[config.mk]
export PLATFORM = sky130hd
export DESIGN_NAME = tc_timer
export DESIGN_NICKNAME = d
export VERILOG_FILES = /design/src/rtl/tc_timer.sv
export SDC_FILE = /design/constraint.sdc
export NUM_CORES = 1
export LEC_CHECK = 0
export CAP_MARGIN = 10
export CORE_MARGIN = 5
export CORE_UTILIZATION = 30
export CTS_CLUSTER_DIAMETER = 40
export DETAILED_ROUTE_END_ITERATION = 16
export MAX_ROUTING_LAYER = met4
export SLEW_MARGIN = 20
export SYNTH_ARGS = -nofsm -noshare
export SYNTH_HDL_FRONTEND = slang
export SYNTH_SLANG_ARGS = --single-unit
[constraint.sdc]
create_clock -name clk -period 3 [get_ports clk]
set_clock_uncertainty 0.1 [all_clocks]
set_input_delay 0.6 -clock clk [delete_from_list [all_inputs] [get_ports clk]]
set_output_delay 0.6 -clock clk [all_outputs]
set_load 0.01 [all_outputs]
[src/rtl/tc_timer.sv]
`default_nettype none
// ============================================================================
//  Module      : tc_timer
//  Description : 32-bit down-counting timer with one-shot / auto-reload modes,
//                a maskable interrupt flag and a 4-word register file
//                (CTRL, PRESET, COUNT, reserved).
//                Optional macro TC_PRESCALE_EN adds an 8-bit prescaler in
//                CTRL[15:8]; a count tick then occurs every PS+1 CNT cycles.
//  Revision    : 1.0 - initial release
// ============================================================================
module tc_timer (
    input  logic        clk,
    input  logic        reset,
    input  logic [1:0]  Addr,
    input  logic        WE,
    input  logic [31:0] Din,
    output logic [31:0] Dout,
    output logic        IRQ
);

    typedef enum logic [1:0] {
        S_IDLE = 2'd0,
        S_LOAD = 2'd1,
        S_CNT  = 2'd2,
        S_INT  = 2'd3
    } state_t;

    localparam logic [1:0] c_ADDR_CTRL   = 2'd0;
    localparam logic [1:0] c_ADDR_PRESET = 2'd1;
    localparam logic [1:0] c_ADDR_COUNT  = 2'd2;
    localparam logic [1:0] c_MODE_RELOAD = 2'd1;

    state_t      r_state;
    state_t      w_state_nxt;

    logic        r_en;
    logic [1:0]  r_mode;
    logic        r_im;
    logic [31:0] r_preset;
    logic [31:0] r_count;
    logic        r_irq_flag;

    logic        w_ctrl_wr;
    logic        w_preset_wr;
    logic        w_tick;
    logic        w_count_done;
    logic        w_irq_set;
    logic        w_auto_reload;

    assign w_ctrl_wr     = WE && (Addr == c_ADDR_CTRL);
    assign w_preset_wr   = WE && (Addr == c_ADDR_PRESET);
    // COUNT of 0 and 1 both terminate, so PRESET=0 acts like PRESET=1
    // and the counter can never wrap.
    assign w_count_done  = (r_count <= 32'd1);
    // Modes 2 and 3 fall back to one-shot behaviour.
    assign w_auto_reload = (r_mode == c_MODE_RELOAD);
    assign w_irq_set     = (r_state == S_CNT) && (w_state_nxt == S_INT);

`ifdef TC_PRESCALE_EN
    logic [7:0]  r_ps;
    logic [7:0]  r_ps_cnt;

    // Using >= means a PS lowered mid-run ticks at once instead of wrapping.
    assign w_tick = (r_ps_cnt >= r_ps);

    // Prescale divider: restarts on every LOAD, advances only while counting.
    always_ff @(posedge clk) begin
        if (reset) begin
            r_ps     <= 8'd0;
            r_ps_cnt <= 8'd0;
        end else begin
            if (w_ctrl_wr) begin
                r_ps <= Din[15:8];
            end
            if (r_state == S_LOAD) begin
                r_ps_cnt <= 8'd0;
            end else if ((r_state == S_CNT) && r_en) begin
                r_ps_cnt <= w_tick ? 8'd0 : r_ps_cnt + 8'd1;
            end
        end
    end
`else
    assign w_tick = 1'b1;
`endif

    // State register.
    always_ff @(posedge clk) begin
        if (reset) begin
            r_state <= S_IDLE;
        end else begin
            r_state <= w_state_nxt;
        end
    end

    // Next-state decode.
    always_comb begin
        w_state_nxt = r_state;
        case (r_state)
            S_IDLE:  if (r_en) w_state_nxt = S_LOAD;
            S_LOAD:  w_state_nxt = S_CNT;
            S_CNT: begin
                if (!r_en) begin
                    w_state_nxt = S_IDLE;
                end else if (w_tick && w_count_done) begin
                    w_state_nxt = S_INT;
                end
            end
            S_INT:   w_state_nxt = w_auto_reload ? S_LOAD : S_IDLE;
            default: w_state_nxt = S_IDLE;
        endcase
    end

    // CTRL/PRESET registers; a CPU CTRL write beats the one-shot En clear.
    always_ff @(posedge clk) begin
        if (reset) begin
            r_en     <= 1'b0;
            r_mode   <= 2'd0;
            r_im     <= 1'b0;
            r_preset <= 32'd0;
        end else begin
            if (w_ctrl_wr) begin
                r_en   <= Din[0];
                r_mode <= Din[2:1];
                r_im   <= Din[3];
            end else if ((r_state == S_INT) && !w_auto_reload) begin
                r_en   <= 1'b0;
            end
            if (w_preset_wr) begin
                r_preset <= Din;
            end
        end
    end

    // Counter: loads PRESET in LOAD, decrements on ticks, saturates at 0.
    always_ff @(posedge clk) begin
        if (reset) begin
            r_count <= 32'd0;
        end else begin
            case (r_state)
                S_LOAD: r_count <= r_preset;
                S_CNT: begin
                    if (r_en && w_tick) begin
                        r_count <= w_count_done ? 32'd0 : r_count - 32'd1;
                    end
                end
                default: r_count <= r_count;
            endcase
        end
    end

    // Interrupt flag: set on INT entry, cleared by CPU writes or reload exit.
    always_ff @(posedge clk) begin
        if (reset) begin
            r_irq_flag <= 1'b0;
        end else if (w_irq_set) begin
            r_irq_flag <= 1'b1;
        end else if (w_ctrl_wr || w_preset_wr ||
                     ((r_state == S_INT) && w_auto_reload)) begin
            r_irq_flag <= 1'b0;
        end
    end

    assign IRQ = r_irq_flag & r_im;

    // Combinational read mux.
    always_comb begin
        Dout = 32'd0;
        case (Addr)
`ifdef TC_PRESCALE_EN
            c_ADDR_CTRL:   Dout = {16'd0, r_ps, 4'd0, r_im, r_mode, r_en};
`else
            c_ADDR_CTRL:   Dout = {28'd0, r_im, r_mode, r_en};
`endif
            c_ADDR_PRESET: Dout = r_preset;
            c_ADDR_COUNT:  Dout = r_count;
            default:       Dout = 32'd0;
        endcase
    end

endmodule
`default_nettype wire

---- Yosys cells after proc, flatten, opt, wreduce, memory -nomap -nowiden ----
Cells that the tools add are included.
storage, ports and cells
  bits in registers ....................... 71
  word-level logic and storage cells ...... 45
  memories ................................ 0
  input port bits ......................... 37
  ROM bits ................................ 0
  latch bits .............................. 0
  memory bits (writable) .................. 0
cells by class
  bitwise gates (word level) .............. 1
  multipliers ............................. 0
  magnitude comparators ................... 1
  div/mod/pow operators ................... 0
  add/sub/neg operators ................... 1
  reduce and logical (&&, ||, !) cells .... 14
  shifts and indexed selects .............. 0
  equal/unequal tests ..................... 8
  muxes and demuxes ....................... 13
operator list
  kind                     count
  $pmux W32 S3             1
  $mux W32                 2
  $pmux W32 S2             1
  $le A32 B1 Y1 const B    1
  $sub A32 B1 Y32 const B  1
  $eq A2 B2 Y1 const B     4
  $pmux W2 S4              1
  $eq A2 B1 Y1 const B     3
  $mux W2                  3
  $reduce_bool A2 Y1       3
  $logic_and A1 B1 Y1      5
  $mux W1                  5
  $logic_not A2 Y1         2
  $logic_or A1 B1 Y1       2
  $ne A2 B2 Y1 const B     1
  $reduce_and A2 Y1        1
  $and A1 B1 Y1            1
  $logic_not A1 Y1         1

---- Longest topological paths before layout ----
Gate-level depths: netlist (run 1).
  depth in word-level cells ............... 7
  mapped depth ............................ 9

---- Worst setup path before layout (run 1) ----
No wires, ideal clock.
  kind .................................... input -> output
  from .................................... input Addr[0]
  to ...................................... output Dout[10]
  data required time ...................... 2,300 ps
  arrival ................................. 1,872 ps
  buffers on the path ..................... 3
  cell stages on the path ................. 5
  setup slack ............................. 428 ps
  cells stage by stage .................... clkbuf_1 > nor2b_1 > clkbuf_1 > buf_1 > a22o_1
on the way
  word-level cells in the longest chain between the ends .. 2
ends and longest elaborated chain
  element                                     line  source
  start, declared                             14    input logic [1:0] Addr,
  $eq A2 B2 Y1, or another cell as far along  168   case (Addr)
  $pmux W32 S3 *                              168
  end, declared                               17    output logic [31:0] Dout,
Mark *: on every way between the ends. The rest lies on a longest branch, timed or not.

---- Worst setup path in the final report (run 1) ----
  from .................................... input Addr[1]
  to ...................................... output Dout[21]
Same word-level chain as after synthesis.

==> out/metrics.csv, run 1 <==
metric,value,unit
Max Buffers Root-to-Sink,2,
grt ovf,0,
reg2reg path depth,5,
CP endpoint kind,output pin,
Final Hold Fails,0,
Setup-failing EPs final,0,
Top Ports,70,
Yosys warning total,0,
Tightest Pin Transition,0.957,ns
Clock Sinks,71,
Detailed Place HPWL,9110,um
DRT met1 WL,5710,um
Reg2Reg Setup Slack,0.34,ns
CP max FO,9,
Non-Filler Instances,763,
fmax,361,MHz
pwr dens,481,mW/mm2
Tcrit/Tclk final,0.922,
WL/cell,17.2,um
Vias/cell,5.49,
DP Cell Count,739,
"most common cell after layout, fill and taps aside",nand2_1,
sequential area share after synthesis,0.362,
hold path startpoint,r_preset[20],
Area Growth Syn to Fin,39.2,%
critical-path cell list,clkdlybuf4s50_1 -> buf_4 -> nor2b_4 -> buf_12 -> buf_8 -> buf_4 -> a22o_1 -> dlymetal6s2s_1,
combinational power share,0.112,
Adder-Cell Fraction of Synth Area,0.00637,
Synth Area in XOR/XNOR,0.00223,
die area,0.0155,mm2
layout cells sized above 1,0.107,
fin. max-slew vios,0,
Die W,124,um
Clk pwr share,0.515,
Post-Syn Instances,514,
critical path's largest stage delay,0.51,ns
CTS tree,built,
routed via count,4188,
status,"complete, no violations",
worst hold margin,0.365,ns
Leakage,2.60,nW
Final Net Count,625,
setup TNS,0,ns
origin of the critical flop-to-flop path,r_count[20],
Yosys reg bits,71,
TritonCTS Buffers,9,
RD Place Congestion,0.880,
largest family of logic cells by synthesized area,simple AND/OR/NAND/NOR gates,
Sw Ratio,0.225,
first-pass iteration count of the detailed router,5,
syn_nets,553,
Mapped Avg Cell Area,7.65,um2
"Clk pin slew, worst setup/hold paths",0.05,ns
GRT Overall Usage,0.170,
antenna violations before repair,0,
count of cell types in the netlist,51,
Worst Hold Class,register to register,
Synth Area in Compound Gates,0.272,
DRC,0,
CP arrival,2.07,ns
n_diodes,0,
Hold Crit Depth,2,
Simple-Gate Fraction of Synth Area,0.279,
Critical Path Slowest Stage Cell,clkdlybuf4s50_1,
Initial Util,0.309,
number of synthesized flops with an enable pin,0,
DR top layer,met4,
synthesized area,0.00393,mm2
Critical Path RT,2.30,ns
total length of routed met3 wires,711,um
FF-to-FF End,r_state[0],
hold_buf cts,0,
Power Internal,2.04,mW
post-route ant nets,0,
VDD IR max,250,uV
Core Rows,41,
sink of the worst hold path,r_preset[20],
fraction of registers with async set/reset,0,
Slew headroom,0.362,
mux cell area share after synthesis,0.0283,
Max H-tree Level,3,
initial drt markers,166,
Fill cells,1303,
Seq pwr share,0.373,
RSZ-0062 raised after global routing,no,
Die Ht,124,um
largest net degree at the start of global routing,34,
vias in the first global route,4124,
Crit Path Category,input port to output pin,
IO buf count,69,
post-layout min period,2.77,ns
total core area,0.0127,mm2
"most used cell, CP",buf_4,
"Core Util, Final",0.430,
first-pass GRT wire length,21000,um
Routed WL,13100,um
max-cap violations,0,
most frequent cells in the layout,"90 x nand2_1, 71 x dfxtp_1, 53 x a21oi_1",
ys flop type,dfxtp_1,
Critical Path Start Type,input port,
Skew-Pair Late Insertion Delay,0.34,ns
met2 wire len,6400,um
NetSw,593,uW
total power,2.63,mW
clk root buf,clkbuf_16,
==> sequential cells by signal (all words and copies together) (netlist names) <==
signal / flops
r_preset: 32
r_mode: 2
r_count: 32
r_state: 2
r_im: 1
r_en: 1
r_irq_flag: 1
==> per-layer routing <==
metal | track usage | up-vias
li1 | - | 2043
met1 | 0.204 | 1995
met2 | 0.284 | 129
met3 | 0.0300 | 21
met4 | 0.0632 | 0
met5 | - | -
==> layout make-up <==
| type | count | area, um2 | area share |
|---|---|---|---|
| clock inverter | 5 | 128 | 0.0233 |
| inverter | 12 | 45.0 | 0.00824 |
| multi-input combinational | 391 | 2330 | 0.426 |
| clock buffer | 11 | 253 | 0.0462 |
| tap | 172 | 215 | 0.0394 |
| sequential | 71 | 1420 | 0.260 |
| timing repair buffer | 101 | 1070 | 0.197 |
==> how the worst max path moves through the flow <==
stage / end / start
final: Dout[21] / Addr[1]
after global routing: r_state[0] / r_count[20]
after CTS: Dout[17] / Addr[1]
after detailed placement: Dout[30] / Addr[1]
after global placement: Dout[25] / Addr[1]
after floorplan: Dout[10] / Addr[0]
==> cell families after synthesis <==
group | Yosys count
xor+xnor | 1
buf+inv | 52
flops | 71
simple gates | 214
compound gates | 163
mux | 11
fa+ha+maj | 2
==> timing repair <==
item,4_1_cts,5_1_grt
setup buffers,0,6
resized for setup,6,35
setup endpoints to repair,30,32
pin swaps,0,0
gates cloned,1,1
==> synth_stat cells (all sizes together), types with 9 or more instances <==
master | count | area share
a31oi | 19 | 0.030
dfxtp | 71 | 0.36
inv | 12 | 0.011
clkbuf | 35 | 0.033
a22o | 28 | 0.062
nor3 | 10 | 0.013
nand3 | 21 | 0.027
nor4 | 15 | 0.032
nor2 | 20 | 0.019
o21ai | 20 | 0.025
a21oi | 54 | 0.069
mux2i | 10 | 0.025
nand2 | 90 | 0.086
or4 | 9 | 0.019
==> per-stage QoR <==
| step | setup slack [ns] | cell area [um2] |
|---|---|---|
| 2_1_floorplan | 0.428 | 3930 |
| 3_3_place_gp | -0.0660 | 4890 |
| 3_5_place_dp | -0.0872 | 4890 |
| 4_1_cts | -0.0311 | 5300 |
| 5_1_grt | 0.150 | 5470 |
| 6_report | 0.233 | 5470 |
==> power by group through the flow <==
stage                     Sequential [mW]  Combinational (mW)  Clock [mW]
after floorplan                     0.995               0.149           0
after global placement               1.00               0.273           0
after detailed placement             1.00               0.275           0
after CTS                           0.982               0.282        1.38
after global routing                0.985               0.318        1.42
final                               0.983               0.294        1.36
==> worst max-delay path: cells and delay by family <==
kind,cells,cell delay (ns)
buffers and inverters,6,1.23
AO/OA/AOI/OAI,1,0.18
AND/OR/NAND/NOR,1,0.04
(Power assumes the default switching activity.)
==> inputs of run 2 (changes only) <==
--- a/config.mk
+++ b/config.mk
@@ -6,11 +6,11 @@
 export NUM_CORES = 1
 export LEC_CHECK = 0
 export CAP_MARGIN = 10
+export CORE_ASPECT_RATIO = 0.7
 export CORE_MARGIN = 5
 export CORE_UTILIZATION = 30
 export CTS_CLUSTER_DIAMETER = 40
 export DETAILED_ROUTE_END_ITERATION = 16
-export MAX_ROUTING_LAYER = met4
 export SLEW_MARGIN = 20
 export SYNTH_ARGS = -nofsm -noshare
 export SYNTH_HDL_FRONTEND = slang
==> constraint.sdc (replaced) <==
create_clock -name clk -period 2.6 [get_ports clk]
set_clock_uncertainty 0.1 [all_clocks]
set_input_delay 0.52 -clock clk [delete_from_list [all_inputs] [get_ports clk]]
set_output_delay 0.52 -clock clk [all_outputs]
set_load 0.01 [all_outputs]
==> run 2 against run 1 <==
  * Register-to-register slack got worse by 0.15 ns
  * Largest cell class unchanged
  * Critical endpoint is now Dout[25]
  * Sequential share of layout area grew 0.90 points
  * Die area increased by 0.24%
  * Count of clock-buffer cells in the layout decreased by 1
  * Total power rose by 3.1%
  * Clock power fell by 9%
  * Global-route usage shrank 0.28 points
  * Sequential power grew 15%
==> out/metrics.csv, run 2 (same netlist as run 1, synthesis figures left out) <==
metric,value,unit,change
VDD IR max,331,uV,+32%
Setup WS post-layout,0.0750,ns,-0.158 ns
n_diodes,0,,unchanged
Initial Util,0.302,,-0.00675
Vias/cell,5.54,,+0.97%
Tcrit/Tclk final,0.971,,
fmax,396,MHz,
Clock Sinks,71,,unchanged
initial drt markers,302,,+82%
Leakage,2.13,nW,-18%
Final Hold Fails,0,,unchanged
CP max FO,17,,+8
Critical Path Start Type,input port,,
first-pass GRT wire length,21100,um,+0.53%
Regs by FF count,"r_count x32, r_preset x32",,
critical-path cell list,clkdlybuf4s50_1 -> buf_4 -> nor2b_4 -> buf_12 -> a22o_1 -> dlygate4sd2_1,,
WL/cell,16.8,um,-1.8%
routed via count,4234,,+1.1%
# Post-CTS Setup Buffers,0,,unchanged
Max H-tree Level,3,,unchanged
critical path's top delay family,buffers and inverters,,
largest net degree at the start of global routing,32,,-5.9%
Skew-Pair Late Insertion Delay,0.34,ns,about the same
NetSw,698,uW,+18%
Routed WL,12900,um,-1.7%
Crit Path Category,input port to output pin,,
CTS tree,built,,
CP endpoint kind,output pin,,
vias in the first global route,4168,,+1.1%
grt ovf,0,,unchanged
hold_buf cts,0,,unchanged
layout cells sized above 1,0.115,,+0.00879
RD Place Congestion,0.814,,-7.6%
Final Net Count,632,,+1.1%
Tightest Pin Transition,0.472,ns,-0.485 ns
Fill cells,1314,,+0.84%
DRC,0,,unchanged
Critical Path Slowest Stage Cell,clkdlybuf4s50_1,,
post-route ant nets,0,,unchanged
Max Buffers Root-to-Sink,2,,unchanged
max-cap violations,0,,unchanged
Setup-failing EPs final,0,,unchanged
first-pass iteration count of the detailed router,6,,+1
IO buf count,69,,unchanged
antenna violations before repair,0,,unchanged
Core Rows,35,,-15%
Die Ht,106,um,-15%
"most common cell after layout, fill and taps aside",nand2_1,,
worst slack at placement,-0.251,ns,-0.164 ns
Critical Path RT,1.98,ns,-0.32 ns
storage element area,0.00142,mm2,unchanged
Seq pwr share,0.418,,+0.045
combinational power share,0.124,,+0.012
Top Ports,70,,unchanged
fin. max-slew vios,0,,unchanged
crit path buf inv count,4,,-2
Area Growth Syn to Fin,34.5,%,
status,"complete, no violations",,
setup TNS,0,ns,unchanged
Slew headroom,0.683,,+0.320
Sw Ratio,0.257,,+0.0322
GRT Overall Usage,0.167,,-0.00283
CP arrival,1.91,ns,-0.16 ns
TritonCTS Buffers,9,,unchanged
pwr dens,513,mW/mm2,+6.7%
multi-input logic area,0.00233,mm2,unchanged
Die W,147,um,+18%
total core area,0.0130,mm2,+2.2%
Clk pwr share,0.458,,-0.057
clk root buf,clkbuf_16,,
Power Internal,2.02,mW,-1.2%
Detailed Place HPWL,9210,um,+1.1%
"Clk pin slew, worst setup/hold paths",0.05,ns,about the same
post-layout min period,2.53,ns,
RSZ-0062 raised after global routing,no,,
die area,0.0155,mm2,+0.24%
Worst Hold Class,register to register,,
critical path's largest stage delay,0.42,ns,-0.09 ns
most frequent cells in the layout,"90 x nand2_1, 71 x dfxtp_1, 53 x a21oi_1",,
[run 2: cell count changes in the layout (fill, tap and decap cells not counted), moves of 3 or more]
cell	change
bufinv_16	-3
dlygate4sd2_1	+31
dlymetal6s2s_1	-32
buf_6	-3
buf_4	+11
[run 2: metal layers]
metal | share of wire | wire length [um] | global-route usage | vias to the layer above
li1 | - | - | - | 2061
met1 | 0.49 | 6240 | 0.235 | 1988
met2 | 0.44 | 5610 | 0.250 | 158
met3 | 0.058 | 744 | 0.0339 | 27
met4 | 0.021 | 274 | 0.0631 | 0
met5 | 0 | 0 | 0 | -
[run 2: stage by stage]
step	std cells	total power, mW	hold WS (ns)	area, um2	utilization
final	764	2.71	0.366	5290	0.406
after global routing	764	2.81	0.395	5290	0.406
after CTS	764	2.73	0.365	5280	0.406
after detailed placement	748	1.49	0.358	4990	0.384
after global placement	748	1.49	0.363	4990	0.384
after floorplan	514	1.32	0.344	3930	-
[run 2: worst paths after layout]
check | start | end | slack [ns] | depth (start not counted)
worst min-delay path | r_preset[23] | r_preset[23] | 0.37 | 2
worst min register to register | r_preset[23] | r_preset[23] | 0.37 | 2
worst max-delay path | Addr[1] | Dout[25] | 0.07 | 6
worst max register to register | r_count[16] | r_count[23] | 0.19 | 6
[run 2: tightest hold or removal path: cells and delay by family, from the launching register on]
kind | cells | cell delay [ns]
DFF | 1 | 0.31
and+or+nand+nor | 1 | 0.05
AOI/OAI and AO/OA | 1 | 0.05
[run 2: area by class of cell]
class | instances | area share
multi-input cells | 391 | 0.441
flip-flops and latches | 71 | 0.269
repair buffers | 108 | 0.185
clock buffers | 10 | 0.0433
well taps | 166 | 0.0393
clock inverters | 6 | 0.0133
inverters | 12 | 0.00852
[run 2: timing repair]
| item | CTS | global route |
|---|---|---|
| setup endpoints to repair | 32 | 1 |
| gates cloned | 0 | 0 |
| resized for setup | 39 | 2 |
| pin swaps | 0 | 0 |
| hold endpoints to repair | 0 | 0 |
[run 2: power groups by stage]
stage               Sequential [mW]  Combinational, mW  Clock [mW]
finish                         1.13              0.336        1.24
CTS                            1.13              0.334        1.26
global route                   1.14              0.366        1.30
floorplan                      1.15              0.172           0
detailed placement             1.16              0.331           0
global placement               1.16              0.330           0
==> inputs of run 3 (changes only) <==
--- a/config.mk
+++ b/config.mk
@@ -9,6 +9,7 @@
 export CORE_ASPECT_RATIO = 0.7
 export CORE_MARGIN = 5
 export CORE_UTILIZATION = 30
+export CTS_BUF_LIST = sky130_fd_sc_hd__clkbuf_4 sky130_fd_sc_hd__clkbuf_8
 export CTS_CLUSTER_DIAMETER = 40
 export DETAILED_ROUTE_END_ITERATION = 16
 export SLEW_MARGIN = 20
==> run 3 against run 2 <==
  * Clock power is 27% lower
  * Hold slack better by 0.0042 ns
  * Sequential share of layout area is 0.51 points higher
  * Setup slack better by 0.0047 ns
  * First-iteration DRC count is 19% lower
  * Critical endpoint unchanged
  * Largest cell class unchanged
  * Highest routed layer unchanged
==> out/metrics.csv, run 3 (same netlist as run 1, synthesis figures left out) <==
metric,value,unit,change
post-route ant nets,0,,unchanged
Die Ht,106,um,unchanged
Regs by FF count,"r_count x32, r_preset x32",,
Die W,147,um,unchanged
Tightest Pin Transition,0.474,ns,+0.00194 ns
critical path's top delay family,buffers and inverters,,
CTS tree,built,,
Sw Ratio,0.275,,+0.0174
# Post-CTS Setup Buffers,0,,unchanged
"Clk pin slew, worst setup/hold paths",0.07,ns,+0.02 ns
NetSw,653,uW,-6.5%
RSZ-0062 raised after global routing,no,,
initial drt markers,245,,-19%
Core Rows,35,,unchanged
Top Ports,70,,unchanged
fmax,397,MHz,+0.18%
routed via count,4281,,+1.1%
DR top layer,met4,,
Fill cells,1334,,+1.5%
total core area,0.0130,mm2,unchanged
TritonCTS Buffers,9,,unchanged
Initial Util,0.302,,unchanged
WL/cell,16.7,um,-0.57%
Tcrit/Tclk final,0.969,,-0.00179
pwr dens,458,mW/mm2,-11%
Clk pwr share,0.382,,-0.076
Critical Path Start Type,input port,,
CP max FO,17,,unchanged
critical-path cell list,clkdlybuf4s50_1 -> nor2b_4 -> buf_12 -> a22o_1 -> dlygate4sd2_1,,
Crit Path Category,input port to output pin,,
antenna violations before repair,0,,unchanged
largest net degree at the start of global routing,32,,unchanged
die area,0.0155,mm2,unchanged
DRC,0,,unchanged
"most common cell after layout, fill and taps aside",nand2_1,,
Skew-Pair Late Insertion Delay,0.36,ns,+0.02 ns
Routed WL,12800,um,-0.57%
fin area,0.00519,mm2,-1.8%
Seq pwr share,0.476,,+0.058
Final Hold Fails,0,,unchanged
met2 wire len,5550,um,-1.0%
Detailed Place HPWL,9210,um,unchanged
Critical Path RT,1.98,ns,about the same
status,"complete, no violations",,
setup TNS,0,ns,unchanged
DRT met1 WL,6220,um,-0.40%
Max Buffers Root-to-Sink,2,,unchanged
"Core Util, Final",0.399,,-0.00750
GRT Overall Usage,0.166,,-0.000455
Setup WS post-layout,0.0796,ns,+0.00466 ns
crit path buf inv count,3,,-1
Setup-failing EPs final,0,,unchanged
Vias/cell,5.60,,+1.1%
max-cap violations,0,,unchanged
combinational power share,0.141,,+0.017
Final Net Count,632,,unchanged
Max H-tree Level,3,,unchanged
post-placement cell area,0.00499,mm2,unchanged
Area Growth Syn to Fin,32.0,%,
IO buf count,69,,unchanged
grt ovf,0,,unchanged
clk root buf,clkbuf_8,,
CP arrival,1.90,ns,about the same
Leakage,2.09,nW,-2.0%
Slew headroom,0.681,,-0.00131
vias in the first global route,4148,,-0.48%
total length of routed met3 wires,744,um,unchanged
Worst Hold Class,register to register,,
VDD IR max,214,uV,-35%
CP endpoint kind,output pin,,
Power Internal,1.72,mW,-14%
most frequent cells in the layout,"90 x nand2_1, 71 x dfxtp_1, 53 x a21oi_1",,
fin. max-slew vios,0,,unchanged
Critical Path Slowest Stage Cell,clkdlybuf4s50_1,,
first-pass iteration count of the detailed router,5,,-1
worst slack at placement,-0.251,ns,unchanged
post-layout min period,2.52,ns,-0.00466 ns
critical path's largest stage delay,0.52,ns,+0.10 ns
layout cells sized above 1,0.117,,+0.00167
RD Place Congestion,0.814,,unchanged
first-pass GRT wire length,21100,um,-0.23%
worst hold margin,0.371,ns,+0.00421 ns
n_diodes,0,,unchanged
Clock Sinks,71,,unchanged
[run 3: final cells by class]
class | count | area [um2] | share of cell area
clock buffer | 10 | 131 | 0.0253
timing repair buffer | 108 | 980 | 0.189
inverter | 12 | 45.0 | 0.00868
sequential | 71 | 1420 | 0.274
tap | 166 | 208 | 0.0400
clock inverter | 6 | 70.1 | 0.0135
multi-input combinational | 391 | 2330 | 0.450
[run 3: timing repair]
item / CTS / global route
pin swaps: 0 / 0
hold buffers: 0 / 0
setup endpoints to repair: 32 / 1
gates resized for setup: 39 / 2
[run 3: power by group through the flow]
stage,Sequential [mW],Combinational (mW),Clock (mW)
floorplan,1.15,0.172,0
global placement,1.16,0.330,0
detailed placement,1.16,0.331,0
CTS,1.13,0.333,0.935
global route,1.14,0.365,0.977
finish,1.13,0.336,0.909
[run 3: tightest hold or removal path: stages, from the launching register on]
cell and delay [ns]:
dfxtp_1 0.32, nand2_1 0.05, a21oi_1 0.05
[run 3: routing by layer]
layer	GRT usage	vias to the layer above
met5	0	-
li1	-	2062
met2	0.250	156
met3	0.0365	30
met4	0.0597	0
met1	0.233	2033
[run 3: path summary, 6_finish.rpt]
kind              slack, ns            to  cells after the start         start
hold reg to reg        0.37  r_preset[23]                      2  r_preset[23]
setup reg to reg       0.19   r_count[23]                      6   r_count[16]
hold / removal         0.37  r_preset[23]                      2  r_preset[23]
setup / recovery       0.08      Dout[25]                      5       Addr[0]
[run 3: stage by stage]
stage / total power [mW] / instances
2_1_floorplan: 1.32 / 514
3_3_place_gp: 1.49 / 748
3_5_place_dp: 1.49 / 748
4_1_cts: 2.40 / 764
5_1_grt: 2.48 / 764
6_report: 2.38 / 764
